===== src/rtl/filter_peak_detector.sv =====
// Purpose : threshold-crossing pulse detector on the shaped sample stream; reports
//           peak amplitude, peak timestamp and pulse width per qualified pulse.
// Latency : event valid 1 clock after the first not-above sample of a pulse.
// Backpr. : one-deep event register; an event issued while the held event is
//           stalled is dropped and counted in lost_count (saturating).
//
// Ports:
//   clk, reset (async active-low)
//   input_data, threshold   signed samples / detection level
//   enable                  detection enable (does not shorten holdoff)
//   peak_valid/peak_ready   event handshake towards readout
//   peak_amp/time/width     event payload, stable while peak_valid=1
//   lost_count              events dropped under backpressure
//   busy                    detector in ABOVE or HOLDOFF
module filter_peak_detector #(
  parameter int DATA_W    = 16,
  parameter int TS_W      = 32,
  parameter int HOLDOFF   = 16,
  parameter int MIN_WIDTH = 2
) (
  input  logic                     clk,
  input  logic                     reset,
  input  logic signed [DATA_W-1:0] input_data,
  input  logic signed [DATA_W-1:0] threshold,
  input  logic                     enable,
  input  logic                     peak_ready,
  output logic                     peak_valid,
  output logic signed [DATA_W-1:0] peak_amp,
  output logic        [TS_W-1:0]   peak_time,
  output logic        [15:0]       peak_width,
  output logic        [15:0]       lost_count,
  output logic                     busy
);

  // Holdoff counter sized to hold HOLDOFF itself.
  localparam int HCW = (HOLDOFF > 1) ? $clog2(HOLDOFF + 1) : 1;

  typedef enum logic [1:0] {
    S_IDLE  = 2'd0,
    S_ABOVE = 2'd1,
    S_HOLD  = 2'd2
  } state_t;

  state_t                    state;
  logic        [TS_W-1:0]    ts;
  logic signed [DATA_W-1:0]  max_val;
  logic        [TS_W-1:0]    max_time;
  logic        [15:0]        width;
  logic        [HCW-1:0]     hold_cnt;

  logic above;
  logic pulse_end;
  logic issue;
  logic transfer;

  always_comb begin
    above     = input_data > threshold;
    pulse_end = (state == S_ABOVE) && enable && !above;
    issue     = pulse_end && (int'(width) >= MIN_WIDTH);
    transfer  = peak_valid && peak_ready;
  end

  assign busy = (state != S_IDLE);

  always_ff @(posedge clk or negedge reset) begin
    if (!reset) begin
      state      <= S_IDLE;
      ts         <= '0;
      max_val    <= '0;
      max_time   <= '0;
      width      <= '0;
      hold_cnt   <= '0;
      peak_valid <= 1'b0;
      peak_amp   <= '0;
      peak_time  <= '0;
      peak_width <= '0;
      lost_count <= '0;
    end else begin
      // Free-running; the sample at this edge is tagged with the value before increment.
      ts <= ts + TS_W'(1);

      case (state)
        S_IDLE: begin
          if (enable && above) begin
            state    <= S_ABOVE;
            max_val  <= input_data;
            max_time <= ts;
            width    <= 16'd1;
          end
        end

        S_ABOVE: begin
          if (!enable) begin
            state <= S_IDLE;
          end else if (above) begin
            if (width != 16'hFFFF) width <= width + 16'd1;
            // Strict compare: on a plateau the earliest sample wins.
            if (input_data > max_val) begin
              max_val  <= input_data;
              max_time <= ts;
            end
          end else if (HOLDOFF == 0) begin
            state <= S_IDLE;
          end else begin
            state    <= S_HOLD;
            hold_cnt <= HCW'(HOLDOFF);
          end
        end

        S_HOLD: begin
          // Samples are ignored here regardless of enable.
          if (hold_cnt <= HCW'(1)) begin
            hold_cnt <= '0;
            state    <= S_IDLE;
          end else begin
            hold_cnt <= hold_cnt - HCW'(1);
          end
        end

        default: state <= S_IDLE;
      endcase

      // Output register: a pending transfer on this edge frees the slot for a new event.
      if (issue && (!peak_valid || peak_ready)) begin
        peak_valid <= 1'b1;
        peak_amp   <= max_val;
        peak_time  <= max_time;
        peak_width <= width;
      end else if (issue) begin
        if (lost_count != 16'hFFFF) lost_count <= lost_count + 16'd1;
      end else if (transfer) begin
        peak_valid <= 1'b0;
      end
    end
  end

endmodule


===== config.mk =====
export PLATFORM = sky130hd
export DESIGN_NAME = filter_peak_detector
export DESIGN_NICKNAME = d
export VERILOG_FILES = /design/src/rtl/filter_peak_detector.sv
export SDC_FILE = /design/constraint.sdc
export NUM_CORES = 1
export LEC_CHECK = 0
export CAP_MARGIN = 20
export CORE_ASPECT_RATIO = 0.75
export CORE_MARGIN = 5
export CORE_UTILIZATION = 58
export CTS_CLUSTER_SIZE = 8
export DETAILED_ROUTE_END_ITERATION = 8
export PLACE_DENSITY = 0.95
export SETUP_SLACK_MARGIN = 0.15
export SLEW_MARGIN = 0
export SYNTH_ARGS = -nofsm -noshare
export SYNTH_HDL_FRONTEND = slang
export SYNTH_SLANG_ARGS = --single-unit

===== constraint.sdc =====
create_clock -name clk -period 8.2 [get_ports clk]
set_input_delay 1.64 -clock clk [delete_from_list [all_inputs] [get_ports clk]]
set_output_delay 1.64 -clock clk [all_outputs]
set_load 0.02 [all_outputs]

After elaboration in Yosys (flattened, before gate mapping)
Index checks and enable logic that the tools add are counted.
{"block": "totals", "regBits": 184, "latchBits": 0, "mem_bits_rw": 0, "mem_bits_ro": 0, "input_bits": 36, "out_inout_bits": 82, "elab_cells": 80, "mem_count": 0}
{"block": "classes", "add_sub_neg": 4, "n_mul": 0, "n_div": 0, "n_lt_le_gt_ge": 4, "n_eq_ne": 13, "shift": 0, "mux": 27, "n_bitwise": 1, "n_reduce_logical": 20}
{"cell": "$mux 16", "count": 8}
{"cell": "$mux 32", "count": 4}
{"cell": "$pmux 16 s2", "count": 2}
{"cell": "$pmux 32 s2", "count": 1}
{"cell": "$add 16x1->16 const B", "count": 2}
{"cell": "$add 32x1->32 const B", "count": 1}
{"cell": "$gt 16x16->1", "count": 2}
{"cell": "$ne 16x16->1 const B", "count": 2}
{"cell": "$ge 16x2->1 const B", "count": 1}
{"cell": "$mux 5", "count": 3}
{"cell": "$ne 2x2->1 const B", "count": 5}
{"cell": "$pmux 5 s2", "count": 1}
{"cell": "$reduce_and 5->1", "count": 2}
{"cell": "$reduce_and 3->1", "count": 3}
{"cell": "$mux 2", "count": 4}
{"cell": "$reduce_bool 2->1", "count": 4}
{"cell": "$logic_and 1x1->1", "count": 6}
{"cell": "$ne 2x1->1 const B", "count": 3}
{"cell": "$pmux 2 s3", "count": 1}
{"cell": "$le 5x1->1 const B", "count": 1}
{"cell": "$sub 5x1->5 const B", "count": 1}
{"cell": "$mux 1", "count": 3}
{"cell": "$ne 3x3->1 const B", "count": 1}
{"cell": "$eq 2x1->1 const B", "count": 1}
{"cell": "other kinds (6)", "count": 7}

Depth between registers and ports, before layout
{"block": "logic_depth", "word_depth": 7, "ltp_mapped": 12, "depth_no_buf": 10}

Least setup slack after synthesis
OpenSTA, ideal clock, no wires.
{"block": "synth_timing", "kind": "input to register", "startpoint": "input port threshold[11]", "endpoint": "register peak_amp[0]", "setup_time_ns": 0.125, "arrival_time_ns": 4.124, "required_time_ns": 8.075, "path_slack_ns": 3.951, "stages": 11, "path_buffers": 2, "cell_sequence": "inv_1 > ha_1 > nand4_1 > or4_4 > a21o_1 > and4b_4 > nor3_1 > and3_1 > buf_4 > buf_6 > mux2_2"}
{"block": "synth_between", "elab_chain_cells": 5}
{"element": "start: declaration", "line": "24", "rtl": "input logic signed [DATA_W-1:0] threshold,"}
{"element": "$gt 16x16->1", "line": "57", "rtl": "above = input_data > threshold;"}
{"element": "$logic_not 1->1", "line": "58", "rtl": "pulse_end = (state == S_ABOVE) && enable && !above;"}
{"element": "$logic_and 1x1->1", "line": "58"}
{"element": "$logic_and 1x1->1", "line": "59", "rtl": "issue = pulse_end && (int'(width) >= MIN_WIDTH);"}
{"element": "$logic_and 1x1->1", "line": "124", "rtl": "if (issue && (!peak_valid || peak_ready)) begin"}
{"element": "end signal: assignment", "line": "126", "rtl": "peak_amp <= max_val;"}
{"element": "end: declaration", "line": "28", "rtl": "output logic signed [DATA_W-1:0] peak_amp,"}
Every way passes these cells.
A chain may end at the register's enable or synchronous reset.

Worst setup path after layout
{"block": "layout_timing", "startpoint": "input port input_data[15]", "endpoint": "register peak_time[10]"}
{"block": "layout_between", "elab_chain_cells": 5}
{"element": "start: declaration", "line": "23", "rtl": "input logic signed [DATA_W-1:0] input_data,"}
{"element": "$gt 16x16->1", "line": "57"}
{"element": "$logic_not 1->1", "line": "58"}
{"element": "$logic_and 1x1->1", "line": "58"}
{"element": "$logic_and 1x1->1", "line": "59"}
{"element": "$logic_and 1x1->1", "line": "124"}
{"element": "end signal: assignment", "line": "127", "rtl": "peak_time <= max_time;"}
{"element": "end: declaration", "line": "29", "rtl": "output logic [TS_W-1:0] peak_time,"}
Every way passes these cells.

==> metrics <==
predominant post-synthesis flop cell=dfrtp_1; root buffer cell=clkbuf_16; fraction of registers with async set/reset=100%; max cap viols=0; grt met2 use=34.7%; # hold bufs at CTS=0; via count=6030; P_int=1930 uW; synth cell count leaders=dfrtp_1 (184), mux2_2 (115), nand2_1 (58), inv_1 (44), ha_1 (38); fmax=193 MHz; yosys warns=0; Tightest Pin Transition=0.923 ns; DRC=0; Nets=901; Initial Util=59.1%; ANT cells=0; area of the multi-input gates=0.00364 sq mm; Crit path required time=8.51 ns; clock buffer count from CTS=17; Starting DRT DRC Count=493; initial antenna violation count=0; post-layout util=72.7%; CP endpoint kind=register; routed len/inst=18.0 um; Clk pin slew, worst setup/hold paths=0.07 ns; GRT overflow=0; die width=150 um; Chip Height=115 um; Post-synth EDFFs=0; worst vdd ir=0.000162 V; Mapped Cells=706; share of cells above drive strength 1=19.2%; Final Hold Viols=0; GRT busiest layer=met2; most common cell in the synthesized netlist=dfrtp_1; DRT Pass-1 Iters=5; worst skew pair latency=0.43 ns; Hold Crit Class=register to register; I/O Pins=118; startpoint types=input pin; first-pass GRT wire length=30.8 mm; register-to-register setup slack=4.60 ns; synth top area cells=dfrtp_1 (54%), mux2_2 (15%), ha_1 (5.6%); final WL=18.7 mm; post-CTS setup buffer count=0; Seq/Total Area, Yosys=53.9%; Buf/Inv on CP=3; Avg Inst Size Synth=12.1 sq um; H-tree levels=4; drt via density=5.80; Clock Power Share=29.6%; Top delay family on crit path=simple AND/OR/NAND/NOR gates; critical path class=input pin to register; NetSw=927 uW; Worst slew margin=38.0%; syn_nets=780; Post-Syn Area=0.00854 sq mm; Worst path slowest cell=and3_2; die area=0.0173 sq mm; RSZ-0062 raised after global routing=no; Switching Fraction=32.5%; CTS tree=built; Placer Congestion=0.895; #FFs+latches synth=184; sink count of the clock tree=184; post-synthesis cell type count=50; Core Box Area=0.0145 sq mm; leakage power=0.00491 uW; WP data arrival=5.50 ns; vias in the first global route=6072; largest net degree at the start of global routing=113; share of power burned in registers=43.0%; min cycle time layout=5.19 ns; final setup vio count=0; pwr dens=271 mW/mm^2; Comb power frac=27.4%; share of the synthesized area in the top cell type=53.9%; filler instances=973; FF/Latch Area=0.00460 sq mm; GR Layer Usage met1=31.3%; post-CTS resize count=0; worst path cell trace=clkdlybuf4s50_1 -> ha_1 -> nand4_1 -> or4_4 -> a21o_1 -> and4b_4 -> nor3_1 -> and3_2 -> buf_12 -> buf_4 -> mux2_2; setup TNS=0 ns; overall routing resource usage=22.4%; Area Growth Syn to Fin=23.1%; M3 GR Usage=5.79%; Final Max Slew Viols=0; FP Rows=38; status=finished clean; Final Cycle Share=63.3%; IO buf count=117; Critical Path Fanout Max=34; final antenna-violating net count=0; max incr delay on CP=0.53 ns; Layout Skew=0.0127 ns; HPWL after detailed placement=12.7 mm; post-synth top area cell=dfrtp_1; clk buf depth=2
[registers in the layout, indices dropped and copies added, names as in the netlist, 5 cells and up]
name and count:
max_time 32, peak_time 32, ts 32, lost_count 16
max_val 16, peak_amp 16, peak_width 16, width 16
hold_cnt 5
[kinds of logic (layout without fill, tap and decap cells)]
| family | count (synthesis) | after routing | synth area share, % |
|---|---|---|---|
| AOI/OAI and AO/OA | 56 | 56 | 4.43 |
| xor gates and xnor gates | 44 | 44 | 4.60 |
| adders and majority gates | 38 | 38 | 5.57 |
| buffers and inverters | 64 | 198 | 3.62 |
| DFF | 184 | 184 | 53.9 |
| muxes | 115 | 115 | 15.2 |
| and+or+nand+nor | 205 | 205 | 12.7 |
[path summary, 6_finish.rpt]
kind                       depth (start not counted)             to           start
max                                               11  peak_time[10]  input_data[15]
min                                                1         ts[31]          ts[31]
max reg2reg                                        8  peak_time[10]        state[0]
min reg2reg                                        1         ts[31]          ts[31]
max in group asynchronous                          3   max_time[10]           reset
min in group asynchronous                          1    peak_amp[9]           reset
[metal layers]
layer	routed length [um]	vias up
met2	8660	221
met3	1250	33
li1	-	2757
met5	0	-
met4	414	0
met1	8410	3019
[power by group through the flow]
stage / registers [uW] / clock network [uW] / logic [uW]
3_5_place_dp: 1230 / 0 / 773
6_report: 1230 / 844 / 781
5_1_grt: 1250 / 894 / 861
4_1_cts: 1220 / 852 / 785
3_3_place_gp: 1220 / 0 / 749
2_1_floorplan: 1290 / 0 / 385
[area by class of cell]
class	instances	area share [%]
clock buffers	17	4.05
clock inverters	15	1.79
inverters	44	1.57
multi-input cells	458	34.6
flip-flops and latches	184	43.8
well taps	200	2.38
repair buffers	122	11.8
[layout by cell type, fill, tap and decap left out, types with 2 or more instances in the layout]
cell	count
or4_1	11
inv_8	2
dfrtp_1	184
xnor2_1	24
nor4_1	8
clkbuf_16	17
nand3_1	33
a21o_1	2
nor2_1	25
inv_1	44
and3_1	11
bufinv_16	2
clkdlybuf4s50_1	116
xor2_1	19
a21oi_1	13
clkinvlp_4	2
nor3_2	2
nand3b_1	4
nand2b_1	5
nand2_1	58
inv_6	4
buf_4	3
or3_1	5
o32ai_1	2
and2_1	2
o221ai_1	7
and4_1	7
clkinv_8	2
nor2b_1	2
o21ai_0	13
o211ai_1	5
mux2_2	115
nand4_1	17
clkinv_4	2
ha_1	38
nor3_1	10
[stage by stage]
stage | total power [uW] | hold WS (ns) | cells | area, sq um | worst slack [ns]
6_report | 2850 | 0.468 | 1040 | 10500 | 3.01
5_1_grt | 3000 | 0.483 | 1040 | 10500 | 2.80
4_1_cts | 2860 | 0.472 | 1038 | 10500 | 2.68
3_5_place_dp | 2010 | 0.454 | 1006 | 9850 | 2.21
3_3_place_gp | 1970 | 0.460 | 1006 | 9850 | 2.34
2_1_floorplan | 1670 | 0.438 | 706 | 8540 | 3.95
Power figures use the tool's default switching activity.
